## config.mk

```make
export PLATFORM = sky130hd
export DESIGN_NAME = alu_cmd_driver
export DESIGN_NICKNAME = d
export VERILOG_FILES = /design/src/rtl/alu_cmd_driver.sv
export SDC_FILE = /design/constraint.sdc
export NUM_CORES = 1
export LEC_CHECK = 0
export CAP_MARGIN = 25
export CORE_ASPECT_RATIO = 1.2
export CORE_MARGIN = 2
export CORE_UTILIZATION = 30
export CTS_BUF_LIST = sky130_fd_sc_hd__clkbuf_8
export DETAILED_ROUTE_END_ITERATION = 10
export MAX_ROUTING_LAYER = met4
export PLACE_DENSITY = 0.65
export SLEW_MARGIN = 20
export SYNTH_ARGS = -nofsm -noshare
export SYNTH_HDL_FRONTEND = slang
export SYNTH_SLANG_ARGS = --single-unit
export TNS_END_PERCENT = 30
```

## constraint.sdc

```tcl
create_clock -name clk -period 2.53 [get_ports clk]
set_input_delay 0.506 -clock clk [delete_from_list [all_inputs] [get_ports clk]]
set_output_delay 0.506 -clock clk [all_outputs]
set_load 0.01 [all_outputs]
```

## src/rtl/alu_cmd_driver.sv

```systemverilog
// alu_cmd_driver: host cmd (valid/ready) -> registered ALU issue, waits LATENCY, captures result/flags, returns rsp (valid/ready), screens div-by-zero, counts completed responses
module alu_cmd_driver #(
  parameter int WIDTH   = 4,
  parameter int LATENCY = 1,
  parameter int COUNT_W = 8
) (
  input  logic               clk,
  input  logic               arst,
  input  logic               cmd_valid,
  output logic               cmd_ready,
  input  logic [WIDTH-1:0]   cmd_a,
  input  logic [WIDTH-1:0]   cmd_b,
  input  logic [2:0]         cmd_op,
  output logic [WIDTH-1:0]   alu_a,
  output logic [WIDTH-1:0]   alu_b,
  output logic [2:0]         alu_select,
  output logic               alu_enable,
  input  logic [2*WIDTH-1:0] alu_out,
  input  logic               alu_carry,
  input  logic               alu_greater,
  input  logic               alu_equal,
  input  logic               alu_less,
  output logic               rsp_valid,
  input  logic               rsp_ready,
  output logic [2*WIDTH-1:0] rsp_data,
  output logic               rsp_carry,
  output logic [2:0]         rsp_flags,
  output logic               rsp_err,
  output logic [COUNT_W-1:0] op_count
);
  localparam int CW = LATENCY > 1 ? $clog2(LATENCY) : 1;
  typedef enum logic [2:0] {IDLE, ISSUE, WAIT, CAPTURE, RESP} state_t;
  state_t        state_q;
  logic [CW-1:0] cnt_q;
  always_ff @(posedge clk) begin
    if (arst) begin
      state_q    <= IDLE;
      cnt_q      <= '0;
      cmd_ready  <= 1'b1;
      alu_a      <= '0;
      alu_b      <= '0;
      alu_select <= '0;
      alu_enable <= 1'b0;
      rsp_valid  <= 1'b0;
      rsp_data   <= '0;
      rsp_carry  <= 1'b0;
      rsp_flags  <= '0;
      rsp_err    <= 1'b0;
      op_count   <= '0;
    end else begin
      case (state_q)
        IDLE: if (cmd_valid) begin
          alu_a      <= cmd_a;
          alu_b      <= cmd_b;
          alu_select <= cmd_op;
          cmd_ready  <= 1'b0;
          if (cmd_op == 3'b111 && cmd_b == '0) begin
            rsp_valid <= 1'b1;
            rsp_err   <= 1'b1;
            rsp_data  <= '0;
            rsp_carry <= 1'b0;
            rsp_flags <= '0;
            state_q   <= RESP;
          end else begin
            alu_enable <= 1'b1;
            state_q    <= ISSUE;
          end
        end
        ISSUE: begin
          cnt_q      <= CW'(LATENCY - 1);
          alu_enable <= LATENCY > 1;
          state_q    <= LATENCY == 1 ? CAPTURE : WAIT;
        end
        WAIT: begin
          cnt_q <= cnt_q - 1'b1;
          if (cnt_q == CW'(1)) begin
            alu_enable <= 1'b0;
            state_q    <= CAPTURE;
          end
        end
        CAPTURE: begin
          rsp_data  <= alu_out;
          rsp_carry <= alu_select == 3'b000 && alu_carry;
          rsp_flags <= {alu_greater, alu_equal, alu_less};
          rsp_err   <= 1'b0;
          rsp_valid <= 1'b1;
          state_q   <= RESP;
        end
        RESP: if (rsp_ready) begin
          rsp_valid <= 1'b0;
          op_count  <= op_count + 1'b1;
          cmd_ready <= 1'b1;
          state_q   <= IDLE;
        end
        default: state_q <= IDLE;
      endcase
    end
  end
endmodule
```

==> flow_summary.ini <==
[global_route]
grt_usage_pct = 14.8
grt-ovfl-total = 0
grt_pass1_wl_mm = 6.06
antenna_found_initial = 0
grt_pass1_vias = 1332
grt_max_degree = 24

[sta]
tightest_slew_ns = 0.443
finalMaxSlewViolations = 0
fin_crit_sh_pct = 84.3
hold_viol = 0
finClkSkew_ns = 0.00383
whs_ns = 0.454
fin_crit_ns = 2.13
max_freq_mhz = 469
tns_ns = 0
rsz0062_at_grt = false
fin_ws_ns = 0.396
setup_violations = 0
max_slew_margin_pct = 70.4

[cts]
path_clk_slew_ns = 0.07
cts_buffers = 5
cts-root-buf = clkbuf_8
max-clock-path-buffers = 2
postCtsSetupBuffers = 0
holdBufCountCts = 0
clock_latency_ns = 0.28
cts_resized = 0
clock_sinks = 39
cts_tree = done
h-tree-depth = 2

[placed_design]
gp_congestion = 0.771
dpl.hpwl_mm = 2.72
io_buffers = 61
dpl_cell_area_um2 = 2220
dp_cells = 282
place_ws_ns = 0.0891

[layout]
final_common_cell = clkdlybuf4s50_1
multi_input_area_um2 = 663
design_area_um2 = 2320
final_util_pct = 47.6
final_cell_mix = 61 x clkdlybuf4s50_1, 39 x dfxtp_1, 30 x nand2_1
num_antenna_cells = 0
nets = 257
drive_above_1_share_pct = 8.26
seq_area_um2 = 781
layoutNonFillerInstCount = 290
fillCellCount = 472
area_growth_pct = 54.5

[flow_run]
max_cap_violations = 0

[drt]
ant_nets = 0
drt_first_iter_violations = 41
routed_wl_mm = 3.78
num_vias = 1398
drc = 0
first_pass_iters = 4
routed_wire_length_per_instance_um = 13.0
vias_per_cell = 4.82

[synthesis]
synth_area_leader_cell = dfxtp_1
ys_seq_area_share_pct = 52.1
syn_area_per_cell_um2 = 9.20
syn_nets = 191
ys_seq_elements = 39
syn_inst = 163
synth_top_area_share_pct = 52.1
synth_area_um2 = 1500
yosysWarningCount = 0
synth.distinct_cells = 34
yosys-top-cells-area = dfxtp_1 52%, nand2_1 7.5%, a21oi_1 7.3%

[power_and_ir_drop]
total_power_mw = 1.46
power_density_nw_per_um2 = 629
peakVddDrop_uv = 359
p_leak_nw = 0.831

[setup_path]
critPathLaunchType = primary input
required_ns = 2.71
critical_path_class = in2reg
crit_fanout = 12
arrival_ns = 2.32
end_kind = register

[die]
io_pins = 62
dieArea_um2 = 5580
fp.coreArea_um2 = 4870
start_util_pct = 30.8
die_x_um = 68.5
fp.dieH_um = 81.4
rows = 28

[outcome]
outcome = finished, final reports clean

[hold_path]
hold_class = reg2reg
[critical path, cell delays in order]
cell and delay [ns]:
clkdlybuf4s50_1 0.41, or4b_1 0.59, o311a_1 0.52, a22o_1 0.28
[metal layers]
layer / global-route usage (%) / part of all wire, %
met3: 4.79 / 5.1
met5: - / 0
met2: 21.7 / 49
met4: 5.60 / 0.79
met1: 18.7 / 45
[worst paths after layout]
kind               from        end  slack (ns)  cells past startpoint
max            cmd_b[0]  rsp_carry        0.40                      4
min            alu_a[2]   alu_a[2]        0.45                      2
max reg2reg  state_q[2]  rsp_carry        0.76                      3
min reg2reg    alu_a[2]   alu_a[2]        0.45                      2
[cells in the mapped netlist, drive strengths merged]
cell type / n
a211oi: 1
a21o: 2
a21oi: 22
a22o: 12
a311oi: 1
a31oi: 1
buf: 2
clkbuf: 9
dfxtp: 39
ha: 1
inv: 5
nand2: 30
nand2b: 1
nand3: 3
nand3b: 3
nand4: 1
nand4bb: 1
nor2: 1
nor2b: 1
nor3: 2
nor3b: 1
nor4b: 2
nor4bb: 1
o21ai: 3
o21bai: 1
o311a: 1
o31ai: 4
or3: 3
or4: 4
or4b: 3
xnor2: 2
[cell type report]
cell class | count | area share, %
flip-flops and latches | 39 | 33.7
well taps | 60 | 3.24
repair buffers | 70 | 29.3
clock buffers | 7 | 4.16
clock inverters | 1 | 0.162
inverters | 5 | 0.810
multi-input cells | 108 | 28.6
[flip-flops by register name (all words and copies together), names as in the netlist]
name and count:
alu_a 4, alu_b 4, alu_enable 1, alu_select 3, cmd_ready 1, cnt_q 1
op_count 8, rsp_carry 1, rsp_data 8, rsp_err 1, rsp_flags 3, rsp_valid 1
state_q 3
[power breakdown]
group          internal, mW  switching, mW
sequential            0.661         0.0275
clock                 0.245          0.205
combinational         0.175          0.142
[kinds of logic (layout without fill, tap and decap cells)]
family                     Yosys count  after routing  share of synthesized area, %
DFF                                 39             39                          52.1
and+or+nand+nor                     57             57                          20.8
adders and majority gates            1              1                         0.835
buffers and inverters               16             83                          4.09
AOI/OAI and AO/OA                   48             48                          21.0
xor gates and xnor gates             2              2                          1.17
Power figures use the tool's default switching activity.
